### src/rtl/wrapped_io_pkg.sv
// Shared constants for the pad-control wrapper: register offsets, widths, reset values
// and the Wishbone byte-lane helpers.
package wrapped_io_pkg;

    localparam int REG_W    = 32;
    localparam int PAD_MAX  = 64;
    localparam int OFF_W    = 8;

    localparam logic [OFF_W-1:0] OFF_MODE_LO     = 8'h00;
    localparam logic [OFF_W-1:0] OFF_MODE_HI     = 8'h04;
    localparam logic [OFF_W-1:0] OFF_OEB_LO      = 8'h08;
    localparam logic [OFF_W-1:0] OFF_OEB_HI      = 8'h0C;
    localparam logic [OFF_W-1:0] OFF_GPIO_LO     = 8'h10;
    localparam logic [OFF_W-1:0] OFF_GPIO_HI     = 8'h14;
    localparam logic [OFF_W-1:0] OFF_IN_LO       = 8'h18;
    localparam logic [OFF_W-1:0] OFF_IN_HI       = 8'h1C;
    localparam logic [OFF_W-1:0] OFF_IRQ_EN_LO   = 8'h20;
    localparam logic [OFF_W-1:0] OFF_IRQ_EN_HI   = 8'h24;
    localparam logic [OFF_W-1:0] OFF_IRQ_STAT_LO = 8'h28;
    localparam logic [OFF_W-1:0] OFF_IRQ_STAT_HI = 8'h2C;

    localparam logic [PAD_MAX-1:0] RST_MODE   = {PAD_MAX{1'b1}};
    localparam logic [PAD_MAX-1:0] RST_OEB    = {PAD_MAX{1'b1}};
    localparam logic [PAD_MAX-1:0] RST_GPIO   = '0;
    localparam logic [PAD_MAX-1:0] RST_IRQ_EN = '0;

    function automatic logic [REG_W-1:0] byte_mask(input logic [3:0] sel);
        return {{8{sel[3]}}, {8{sel[2]}}, {8{sel[1]}}, {8{sel[0]}}};
    endfunction

    function automatic logic [REG_W-1:0] byte_merge(input logic [REG_W-1:0] old_v,
                                                    input logic [REG_W-1:0] new_v,
                                                    input logic [3:0]       sel);
        logic [REG_W-1:0] m;
        m = byte_mask(sel);
        return (old_v & ~m) | (new_v & m);
    endfunction

endpackage

### src/rtl/io_edge_sync.sv
// Two-flop synchroniser for asynchronous pad inputs with a third flop for rising-edge detect.
module io_edge_sync #(
    parameter int WIDTH = 1
) (
    input  logic             clk,
    input  logic             rst_n,
    input  logic [WIDTH-1:0] d_i,
    output logic [WIDTH-1:0] sync_o,
    output logic [WIDTH-1:0] rise_o
);

    logic [WIDTH-1:0] s1_d, s1_q;
    logic [WIDTH-1:0] s2_d, s2_q;
    logic [WIDTH-1:0] s3_d, s3_q;

    always_comb begin
        s1_d = d_i;
        s2_d = s1_q;
        s3_d = s2_q;
    end

    always_ff @(posedge clk or negedge rst_n) begin
        if (!rst_n) begin
            s1_q <= '0;
            s2_q <= '0;
            s3_q <= '0;
        end else begin
            s1_q <= s1_d;
            s2_q <= s2_d;
            s3_q <= s3_d;
        end
    end

    assign sync_o = s2_q;
    assign rise_o = s2_q & ~s3_q;

endmodule

### src/rtl/wrapped_io_ctrl.sv
// Caravel pad-control wrapper: Wishbone register bank, per-pad project/register mux,
// synchronised input readback and a rising-edge pad interrupt.
module wrapped_io_ctrl
    import wrapped_io_pkg::*;
#(
    parameter int          NUM_PADS  = 38,
    parameter logic [31:0] BASE_ADDR = 32'h3000_0000,
    parameter logic [31:0] ADDR_MASK = 32'hFFFF_FF00
) (
    input  logic                wb_clk_i,
    input  logic                wb_rst_ni,
    input  logic                wbs_stb_i,
    input  logic                wbs_cyc_i,
    input  logic                wbs_we_i,
    input  logic [3:0]          wbs_sel_i,
    input  logic [31:0]         wbs_adr_i,
    input  logic [31:0]         wbs_dat_i,
    output logic                wbs_ack_o,
    output logic [31:0]         wbs_dat_o,
    input  logic [NUM_PADS-1:0] proj_out,
    input  logic [NUM_PADS-1:0] proj_oeb,
    input  logic [1:0]          proj_irq,
    input  logic [NUM_PADS-1:0] io_in,
    output logic [NUM_PADS-1:0] io_out,
    output logic [NUM_PADS-1:0] io_oeb,
    output logic [2:0]          irq
);

    // Bits at or above NUM_PADS are tied to zero in every register.
    localparam logic [PAD_MAX-1:0] PAD_MASK =
        (NUM_PADS >= PAD_MAX) ? {PAD_MAX{1'b1}} : ((64'd1 << NUM_PADS) - 64'd1);

    logic [PAD_MAX-1:0] mode_d, mode_q;
    logic [PAD_MAX-1:0] oeb_d, oeb_q;
    logic [PAD_MAX-1:0] gpio_d, gpio_q;
    logic [PAD_MAX-1:0] en_d, en_q;
    logic [PAD_MAX-1:0] stat_d, stat_q;
    logic               irq_d, irq_q;
    logic               ack_d, ack_q;
    logic [REG_W-1:0]   dat_d, dat_q;

    logic [NUM_PADS-1:0] sync_w, rise_w;
    logic [PAD_MAX-1:0]  sync_64, rise_64, stat_clr;
    logic [OFF_W-1:0]    off;
    logic                hit, wr, rd;
    logic [REG_W-1:0]    rdata;

    io_edge_sync #(.WIDTH(NUM_PADS)) u_sync (
        .clk    (wb_clk_i),
        .rst_n  (wb_rst_ni),
        .d_i    (io_in),
        .sync_o (sync_w),
        .rise_o (rise_w)
    );

    always_comb begin
        sync_64 = '0;
        rise_64 = '0;
        sync_64[NUM_PADS-1:0] = sync_w;
        rise_64[NUM_PADS-1:0] = rise_w;
    end

    // A hit is blocked during the ack cycle so a held strobe cannot double-commit.
    always_comb begin
        off = {wbs_adr_i[7:2], 2'b00};
        hit = wbs_cyc_i && wbs_stb_i && ((wbs_adr_i & ADDR_MASK) == BASE_ADDR) && !ack_q;
        wr  = hit && wbs_we_i;
        rd  = hit && !wbs_we_i;
    end

    always_comb begin
        rdata = '0;
        case (off)
            OFF_MODE_LO:     rdata = mode_q[31:0];
            OFF_MODE_HI:     rdata = mode_q[63:32];
            OFF_OEB_LO:      rdata = oeb_q[31:0];
            OFF_OEB_HI:      rdata = oeb_q[63:32];
            OFF_GPIO_LO:     rdata = gpio_q[31:0];
            OFF_GPIO_HI:     rdata = gpio_q[63:32];
            OFF_IN_LO:       rdata = sync_64[31:0];
            OFF_IN_HI:       rdata = sync_64[63:32];
            OFF_IRQ_EN_LO:   rdata = en_q[31:0];
            OFF_IRQ_EN_HI:   rdata = en_q[63:32];
            OFF_IRQ_STAT_LO: rdata = stat_q[31:0];
            OFF_IRQ_STAT_HI: rdata = stat_q[63:32];
            default:         rdata = '0;
        endcase
    end

    always_comb begin
        mode_d   = mode_q;
        oeb_d    = oeb_q;
        gpio_d   = gpio_q;
        en_d     = en_q;
        stat_clr = '0;
        if (wr) begin
            case (off)
                OFF_MODE_LO:     mode_d[31:0]    = byte_merge(mode_q[31:0],  wbs_dat_i, wbs_sel_i);
                OFF_MODE_HI:     mode_d[63:32]   = byte_merge(mode_q[63:32], wbs_dat_i, wbs_sel_i);
                OFF_OEB_LO:      oeb_d[31:0]     = byte_merge(oeb_q[31:0],   wbs_dat_i, wbs_sel_i);
                OFF_OEB_HI:      oeb_d[63:32]    = byte_merge(oeb_q[63:32],  wbs_dat_i, wbs_sel_i);
                OFF_GPIO_LO:     gpio_d[31:0]    = byte_merge(gpio_q[31:0],  wbs_dat_i, wbs_sel_i);
                OFF_GPIO_HI:     gpio_d[63:32]   = byte_merge(gpio_q[63:32], wbs_dat_i, wbs_sel_i);
                OFF_IRQ_EN_LO:   en_d[31:0]      = byte_merge(en_q[31:0],    wbs_dat_i, wbs_sel_i);
                OFF_IRQ_EN_HI:   en_d[63:32]     = byte_merge(en_q[63:32],   wbs_dat_i, wbs_sel_i);
                OFF_IRQ_STAT_LO: stat_clr[31:0]  = wbs_dat_i & byte_mask(wbs_sel_i);
                OFF_IRQ_STAT_HI: stat_clr[63:32] = wbs_dat_i & byte_mask(wbs_sel_i);
                default: ;
            endcase
        end
        mode_d = mode_d & PAD_MASK;
        oeb_d  = oeb_d  & PAD_MASK;
        gpio_d = gpio_d & PAD_MASK;
        en_d   = en_d   & PAD_MASK;
        // New edges are OR-ed in after the clear, so a coincident set survives.
        stat_d = ((stat_q & ~stat_clr) | (rise_64 & en_q)) & PAD_MASK;
        irq_d  = |(stat_q & en_q);
        ack_d  = hit;
        dat_d  = rd ? rdata : '0;
    end

    always_ff @(posedge wb_clk_i or negedge wb_rst_ni) begin
        if (!wb_rst_ni) begin
            mode_q <= RST_MODE & PAD_MASK;
            oeb_q  <= RST_OEB & PAD_MASK;
            gpio_q <= RST_GPIO;
            en_q   <= RST_IRQ_EN;
            stat_q <= '0;
            irq_q  <= 1'b0;
            ack_q  <= 1'b0;
            dat_q  <= '0;
        end else begin
            mode_q <= mode_d;
            oeb_q  <= oeb_d;
            gpio_q <= gpio_d;
            en_q   <= en_d;
            stat_q <= stat_d;
            irq_q  <= irq_d;
            ack_q  <= ack_d;
            dat_q  <= dat_d;
        end
    end

    always_comb begin
        io_out = (mode_q[NUM_PADS-1:0] & gpio_q[NUM_PADS-1:0]) |
                 (~mode_q[NUM_PADS-1:0] & proj_out);
        io_oeb = (mode_q[NUM_PADS-1:0] & oeb_q[NUM_PADS-1:0]) |
                 (~mode_q[NUM_PADS-1:0] & proj_oeb);
    end

    assign wbs_ack_o = ack_q;
    assign wbs_dat_o = dat_q;
    assign irq       = {proj_irq, irq_q};

endmodule

### config.mk
export PLATFORM = sky130hd
export DESIGN_NAME = wrapped_io_ctrl
export DESIGN_NICKNAME = d
export VERILOG_FILES = /design/src/rtl/wrapped_io_pkg.sv /design/src/rtl/io_edge_sync.sv /design/src/rtl/wrapped_io_ctrl.sv
export SDC_FILE = /design/constraint.sdc
export NUM_CORES = 1
export LEC_CHECK = 0
export CORE_MARGIN = 2
export CORE_UTILIZATION = 40
export CTS_CLUSTER_DIAMETER = 150
export CTS_CLUSTER_SIZE = 28
export DETAILED_ROUTE_END_ITERATION = 8
export DONT_BUFFER_PORTS = 1
export PLACE_DENSITY = 0.65
export SLEW_MARGIN = 20
export SYNTH_ARGS = -nofsm -noshare
export SYNTH_HDL_FRONTEND = slang
export SYNTH_SLANG_ARGS = --single-unit
### constraint.sdc
create_clock -name wb_clk_i -period 5 [get_ports wb_clk_i]
set_clock_uncertainty 0.05 [all_clocks]
set_input_delay 0.5 -clock wb_clk_i [delete_from_list [all_inputs] [get_ports wb_clk_i]]
set_output_delay 0.5 -clock wb_clk_i [all_outputs]
set_load 0.02 [all_outputs]
==> results of run 1 <==
==> layer usage <==
layer  routed length, um  up-vias  global-route usage [%]
li1                    -     3923                       -
met1               17500     4760                    29.9
met2               20000      363                    35.5
met3                2790       48                    4.06
met4                 943        0                    5.19
met5                   0        -                       0
==> cells in the final DEF, fill, tap and decap left out, drive strengths merged <==
cell type    count
nor3            39
or2              2
and4bb           1
or4              2
dfstp           76
o41ai            6
a22o             4
nand4           15
inv              1
nor4b            3
mux4            18
nor4            11
a221oi          30
a22oi           43
nand3b           1
nand2           54
mux2i           26
or4b             1
nand3           29
nor2b            4
clkinv           1
nor3b            1
buf             15
a21oi           32
dfrtp          262
nor2             5
or3b             1
mux2           228
dlygate4sd3     38
o31ai           32
clkbuf          26
or3              2
and2             5
o21ai           38
==> worst max path at each step <==
stage,to,slack [ns],depth (start not counted)
2_1_floorplan,flip-flop,2.58,6
4_1_cts,flip-flop,1.57,5
3_3_place_gp,wbs_dat_o[31],1.59,5
3_5_place_dp,wbs_dat_o[28],1.55,5
6_report,wbs_dat_o[28],1.58,5
5_1_grt,wbs_dat_o[24],1.36,5
==> report_power, final <==
| part | switching (mW) | total, mW | internal (mW) |
|---|---|---|---|
| clock | 0.888 | 1.54 | 0.654 |
| sequential | 0.0244 | 2.81 | 2.78 |
| combinational | 0.100 | 0.173 | 0.0728 |
==> cells in the mapped netlist, types with 2 or more instances <==
master and count:
nor4b_2 3, clkbuf_1 27, or3_1 2, buf_4 3, nand3_1 28, nor2_1 4, buf_2 8, o31ai_1 32
nor2b_1 4, and2_1 5, mux2_2 227, o41ai_1 6, nand2_1 54, buf_6 4, nor3_2 2, a21oi_1 32
a221oi_1 30, nor3_1 27, o21ai_0 38, or4_1 2, mux4_2 18, dfrtp_1 262, nand4_1 14, dfstp_2 76
nor4_4 7, mux2i_1 26, a22oi_1 43, buf_1 18, nor3_4 10, a22o_1 4, nor4_1 3
==> timing repair <==
item                      in CTS  in global routing
resized for setup              0                  0
setup buffers                  0                  0
hold endpoints to repair     376                319
==> worst max-delay path, cell delays in order, from the launching register on <==
cell and delay [ns]:
dfrtp_1 0.48, nor4b_2 0.79, nand3_2 0.46, or4_1 0.97
buf_4 0.41, a21oi_1 0.18
==> area by class of cell <==
type / count / area, um2
repair buffers: 53 / 493
well taps: 461 / 577
inverters: 1 / 3.75
multi-input cells: 633 / 5700
clock buffers: 26 / 459
fillers: 3218 / 19800
clock inverters: 1 / 30.0
flip-flops and latches: 338 / 8550
==> through the flow <==
step / setup slack (ns) / util, %
after global placement: 1.59 / 41.9
after global routing: 1.36 / 44.3
after detailed placement: 1.55 / 41.9
after CTS: 1.57 / 44.3
after floorplan: 2.58 / -
final: 1.58 / 44.3
==> logic make-up (layout without fill, tap and decap cells) <==
family | after synthesis | in the layout | share of synthesized area [%]
AO/OA/AOI/OAI | 185 | 185 | 8.72
buffers and inverters | 61 | 81 | 1.93
flip-flops | 338 | 338 | 59.0
multiplexers | 272 | 272 | 22.3
AND/OR/NAND/NOR | 176 | 176 | 8.04
==> out/qor.yml, run 1 <==
fmax_mhz: 292
syn_to_final_growth_pct: 9.08
netlist.area_leader.share_pct: 45.2
cts_hold_buf: 38
vias: 9094
htreeDepth: 1
synth_area_leaders: "dfrtp_1 45%, mux2_2 18%, dfstp_2 14%"
max_slew.worst_pin.slew_ns: 1.42
synth-seq-area-share_pct: 59.0
async_reset_ff_share_pct: 100
final.min_clock_period_ns: 3.42
grt_pass1_wl_um: 62000
ys.flop_type: "dfrtp_1"
drcViolationCount: 17
cts_root_buffer: "clkbuf_16"
hpwl_um: 27300
yosys_warnings: 0
clk_latency_ns: 0.52
syn_avg_cell_area_um2: 14.0
n_antenna_cell: 0
finalWirelength_um: 41300
rr_worst_depth: 5
period_share_pct: 68.4
violations: "design-rule violations, negative hold slack"
routabilityCongestion: 0.846
fp.coreArea_um2: 35700
synth_cells: 1032
finalHoldViolations: 268
numCtsBuffers: 16
slew_viol_final: 0
die_w_um: 194
regToRegEndpoint: "wbs_dat_o[28]"
antenna_found_initial: 1
syn_nets: 1221
fin_area_um2: 15800
holdWs_ns: -0.364
avgViaCountPerCell: 6.01
synth-seq-cells: 338
row_count: 69
critPathCaptureType: "flip-flop"
status: "finished, violations left"
path_clk_slew_ns: 0.11
instances_no_fill: 1513
final_antenna_net_count: 0
r2r-start: "wbs_ack_o"
regToRegSetupSlack_ns: 1.58
drv_cap: 0
drt_first_iter_violations: 809
synth_edf_count: 0
first_pass_iters: 8
crit_fanout: 17
crit_required_ns: 5.39
placed_cell_area_um2: 14900
yosysTopAreaCell: "dfrtp_1"
rsz0062_at_grt: "no"
grt_max_degree: 339
clk_path_buf_depth: 3
leakage_nw: 6.35
grt_pass1_vias: 9344
overflow: 0
worstSetupPathType: "reg -> reg"
total_power_mw: 4.52
io-pin-count: 301
die-area_um2: 37800
ir_drop_uv: 224
synth_cell_types: 44
cts_tree: "done"
worst_setup_path_startpoint: "wbs_ack_o"
nets: 1232
wl_per_cell_um: 27.3
die_y_um: 194
critPathLaunchType: "flip-flop"
final-setup-viol-count: 0
fin_tns_setup_ns: 0
globalRouteTotalUtil_pct: 21.7
portBuffers: 0
start_util_pct: 40.7
dp_cells: 1448
syn_area_um2: 14500
drive_gt1_share_pct: 36.7
hp-class: "in -> async"
cp.arrival_ns: 3.81
maxSlewHeadroom_pct: 5.47
pwr_density_cell_nw_per_um2: 286
clock_sinks: 338
(Power assumes the default switching activity.)
==> run 2: changes to the inputs <==
PLACE_DENSITY = 0.67   (was 0.65)
clock period = 3.1 ns   (was 5 ns; I/O delays follow)
==> out/qor.yml, run 2 (synthesis gave the netlist of run 1 again) <==
crit_fanout: 24  # was 17
cts_root_buffer: "clkbuf_16"  # unchanged
instances_no_fill: 1578  # was 1513
slowest_stage: "or4_1"  # unchanged
n_antenna_cell: 0  # unchanged
combPwrFrac_pct: 4.8  # was 3.8%
final_common_cell: "dfrtp_1"  # unchanged
cts_tree: "done"  # unchanged
first_pass_iters: 9  # was 8
routed-wl-met2_um: 20800  # was 20000 um
clockPowerShare_pct: 33.9  # was 34.1%
portBuffers: 0  # unchanged
hpwl_um: 28300  # was 27300 um
maxSlewHeadroom_pct: -2.08  # was 5.47%
leakage_nw: 6.67  # was 6.35 nW
pwr_density_cell_nw_per_um2: 450  # was 286 nW/um2
crit_chain: "nor4b_2 -> buf_4 -> nand3_2 -> buf_12 -> or4_1 -> buf_4 -> a21oi_1"  # was nor4b_2 -> nand3_2 -> or4_1 -> buf_4 -> a21oi_1
max_slew.worst_pin.slew_ns: 1.53  # was 1.42 ns
fp.coreArea_um2: 35700  # unchanged
finalHoldViolations: 284  # was 268
p_seq_share_pct: 61.3  # was 62.1%
drcViolationCount: 19  # was 17
avgViaCountPerCell: 5.98  # was 6.01
hp-class: "in -> async"  # unchanged
nets: 1296  # was 1232
rsz0062_at_grt: "no"  # unchanged
clock_sinks: 338  # unchanged
vias: 9438  # was 9094
die_y_um: 194  # unchanged
violations: "design-rule violations, negative hold slack, max-slew violations"  # was design-rule violations, negative hold slack
cpMostUsedCell: "buf_4"
ir_drop_uv: 482  # was 224 uV
power_switching_mw: 1.69  # was 1.01 mW
crit_family: "simple AND/OR/NAND/NOR gates"  # unchanged
drt-met1-wl_um: 18400  # was 17500 um
drv_cap: 0  # unchanged
fin_tns_setup_ns: 0  # unchanged
globalRouteTotalUtil_pct: 22.2  # was 21.7%
start_util_pct: 40.7  # unchanged
status: "finished, violations left"  # unchanged
final-setup-viol-count: 0  # unchanged
worstSetupPathType: "reg -> reg"  # unchanged
critPathLaunchType: "flip-flop"  # unchanged
holdWs_ns: -0.556  # was -0.364 ns
finalWirelength_um: 42500  # was 41300 um
intPower_mw: 5.70  # was 3.51 mW
io-pin-count: 301  # unchanged
top_layer: "met4"  # unchanged
antenna_found_initial: 0  # was 1
post_cts_resized: 0  # unchanged
syn_to_final_growth_pct: 13.2  # was 9.08%
fmax_mhz: 392  # was 292 MHz
slew_viol_final: 38  # was 0
regArea_um2: 8550  # unchanged
period_share_pct: 82.3  # was 68.4%
final_antenna_net_count: 0  # unchanged
drive_gt1_share_pct: 37.3  # was 36.7%
swShare_pct: 22.9  # was 22.4%
layout_common_cells: "262 x dfrtp_1, 227 x mux2_2, 76 x dfstp_2"  # unchanged
wl_met3_um: 2500  # was 2790 um
die-area_um2: 37800  # unchanged
dp_cells: 1479  # was 1448
routabilityCongestion: 0.835  # was 0.846
critPathCaptureType: "flip-flop"  # unchanged
cp_slowest_stage_delay_ns: 0.50  # was 0.97 ns
final.min_clock_period_ns: 2.55  # was 3.42 ns
overflow: 0  # unchanged
grt_pass1_wl_um: 63700  # was 62000 um
clk_path_buf_depth: 3  # unchanged
path_buf_inv: 3  # was 1
die_w_um: 194  # unchanged
cts_hold_buf: 71  # was 38
path_clk_slew_ns: 0.11  # about the same
cp.arrival_ns: 2.92  # was 3.81 ns
fillers: 3191  # was 3218
numCtsBuffers: 16  # unchanged
grt_max_degree: 339  # unchanged
row_count: 69  # unchanged
htreeDepth: 1  # unchanged
multi_input_area_um2: 5700  # unchanged
drt_first_iter_violations: 807  # was 809
crit_required_ns: 3.46  # was 5.39 ns
clk_latency_ns: 0.52  # about the same
grt_pass1_vias: 9776  # was 9344
wl_per_cell_um: 26.9  # was 27.3 um
## run 2: cell types whose count changed in the layout (fill, tap and decap cells not counted), sizes merged
cell,before,now
buf,15,46
clkbuf,26,27
dlygate4sd3,38,71
## run 2: worst paths after layout
| path | slack (ns) | end | start | cells past startpoint |
|---|---|---|---|---|
| hold / removal | -0.56 | u_sync.s1_q[13] | wb_rst_ni | 0 |
| max in group asynchronous | 2.35 | u_sync.s1_q[20] | wb_rst_ni | 0 |
| setup reg to reg | 0.55 | wbs_dat_o[20] | wbs_ack_o | 7 |
| setup / recovery | 0.55 | wbs_dat_o[20] | wbs_ack_o | 7 |
| min in group wb_clk_i | 0.05 | stat_q[20] | wbs_adr_i[2] | 4 |
| hold reg to reg | 0.28 | u_sync.sync_o[15] | u_sync.s1_q[15] | 0 |
## run 2: metal layers
layer | track usage, % | vias up
li1 | - | 4046
met1 | 31.0 | 4947
met2 | 37.2 | 389
met3 | 2.85 | 56
met4 | 4.96 | 0
met5 | 0 | -
## run 2: what timing repair did
item,CTS,global route
setup buffers,0,0
setup endpoints to repair,0,0
endpoints found under the hold margin,566,338
## run 2: layout make-up
cell class / instances / area share [%]
Clock buffer: 27 / 2.82
Clock inverter: 1 / 0.183
Inverter: 1 / 0.0229
Multi-Input combinational cell: 633 / 34.7
Sequential cell: 338 / 52.1
Tap cell: 461 / 3.51
Timing Repair Buffer: 117 / 6.66
## run 2: through the flow
stage	hold WS [ns]	instance area (um2)	utilization [%]	setup WS, ns	total power [mW]
6_report	-0.556	16400	46.0	0.547	7.39
5_1_grt	-0.594	16400	46.0	0.468	7.67
4_1_cts	-0.581	16400	46.0	0.550	7.48
3_5_place_dp	-0.0131	15200	42.7	0.544	4.86
3_3_place_gp	-0.0224	15200	42.7	0.570	4.85
2_1_floorplan	-0.0356	14500	-	0.726	4.82
## run 2: power groups by stage
stage | clock network [mW] | registers (mW) | logic [mW]
floorplan | 0 | 4.59 | 0.231
global placement | 0 | 4.61 | 0.244
detailed placement | 0 | 4.61 | 0.245
CTS | 2.60 | 4.53 | 0.352
global route | 2.76 | 4.54 | 0.370
finish | 2.51 | 4.53 | 0.352
## run 2: worst register-to-register path, stage by stage, from the launching register on
cell     delay, ns
dfrtp_1       0.48
nor4b_2       0.30
buf_4         0.21
nand3_2       0.16
buf_12        0.22
or4_1         0.50
buf_4         0.25
a21oi_1       0.27
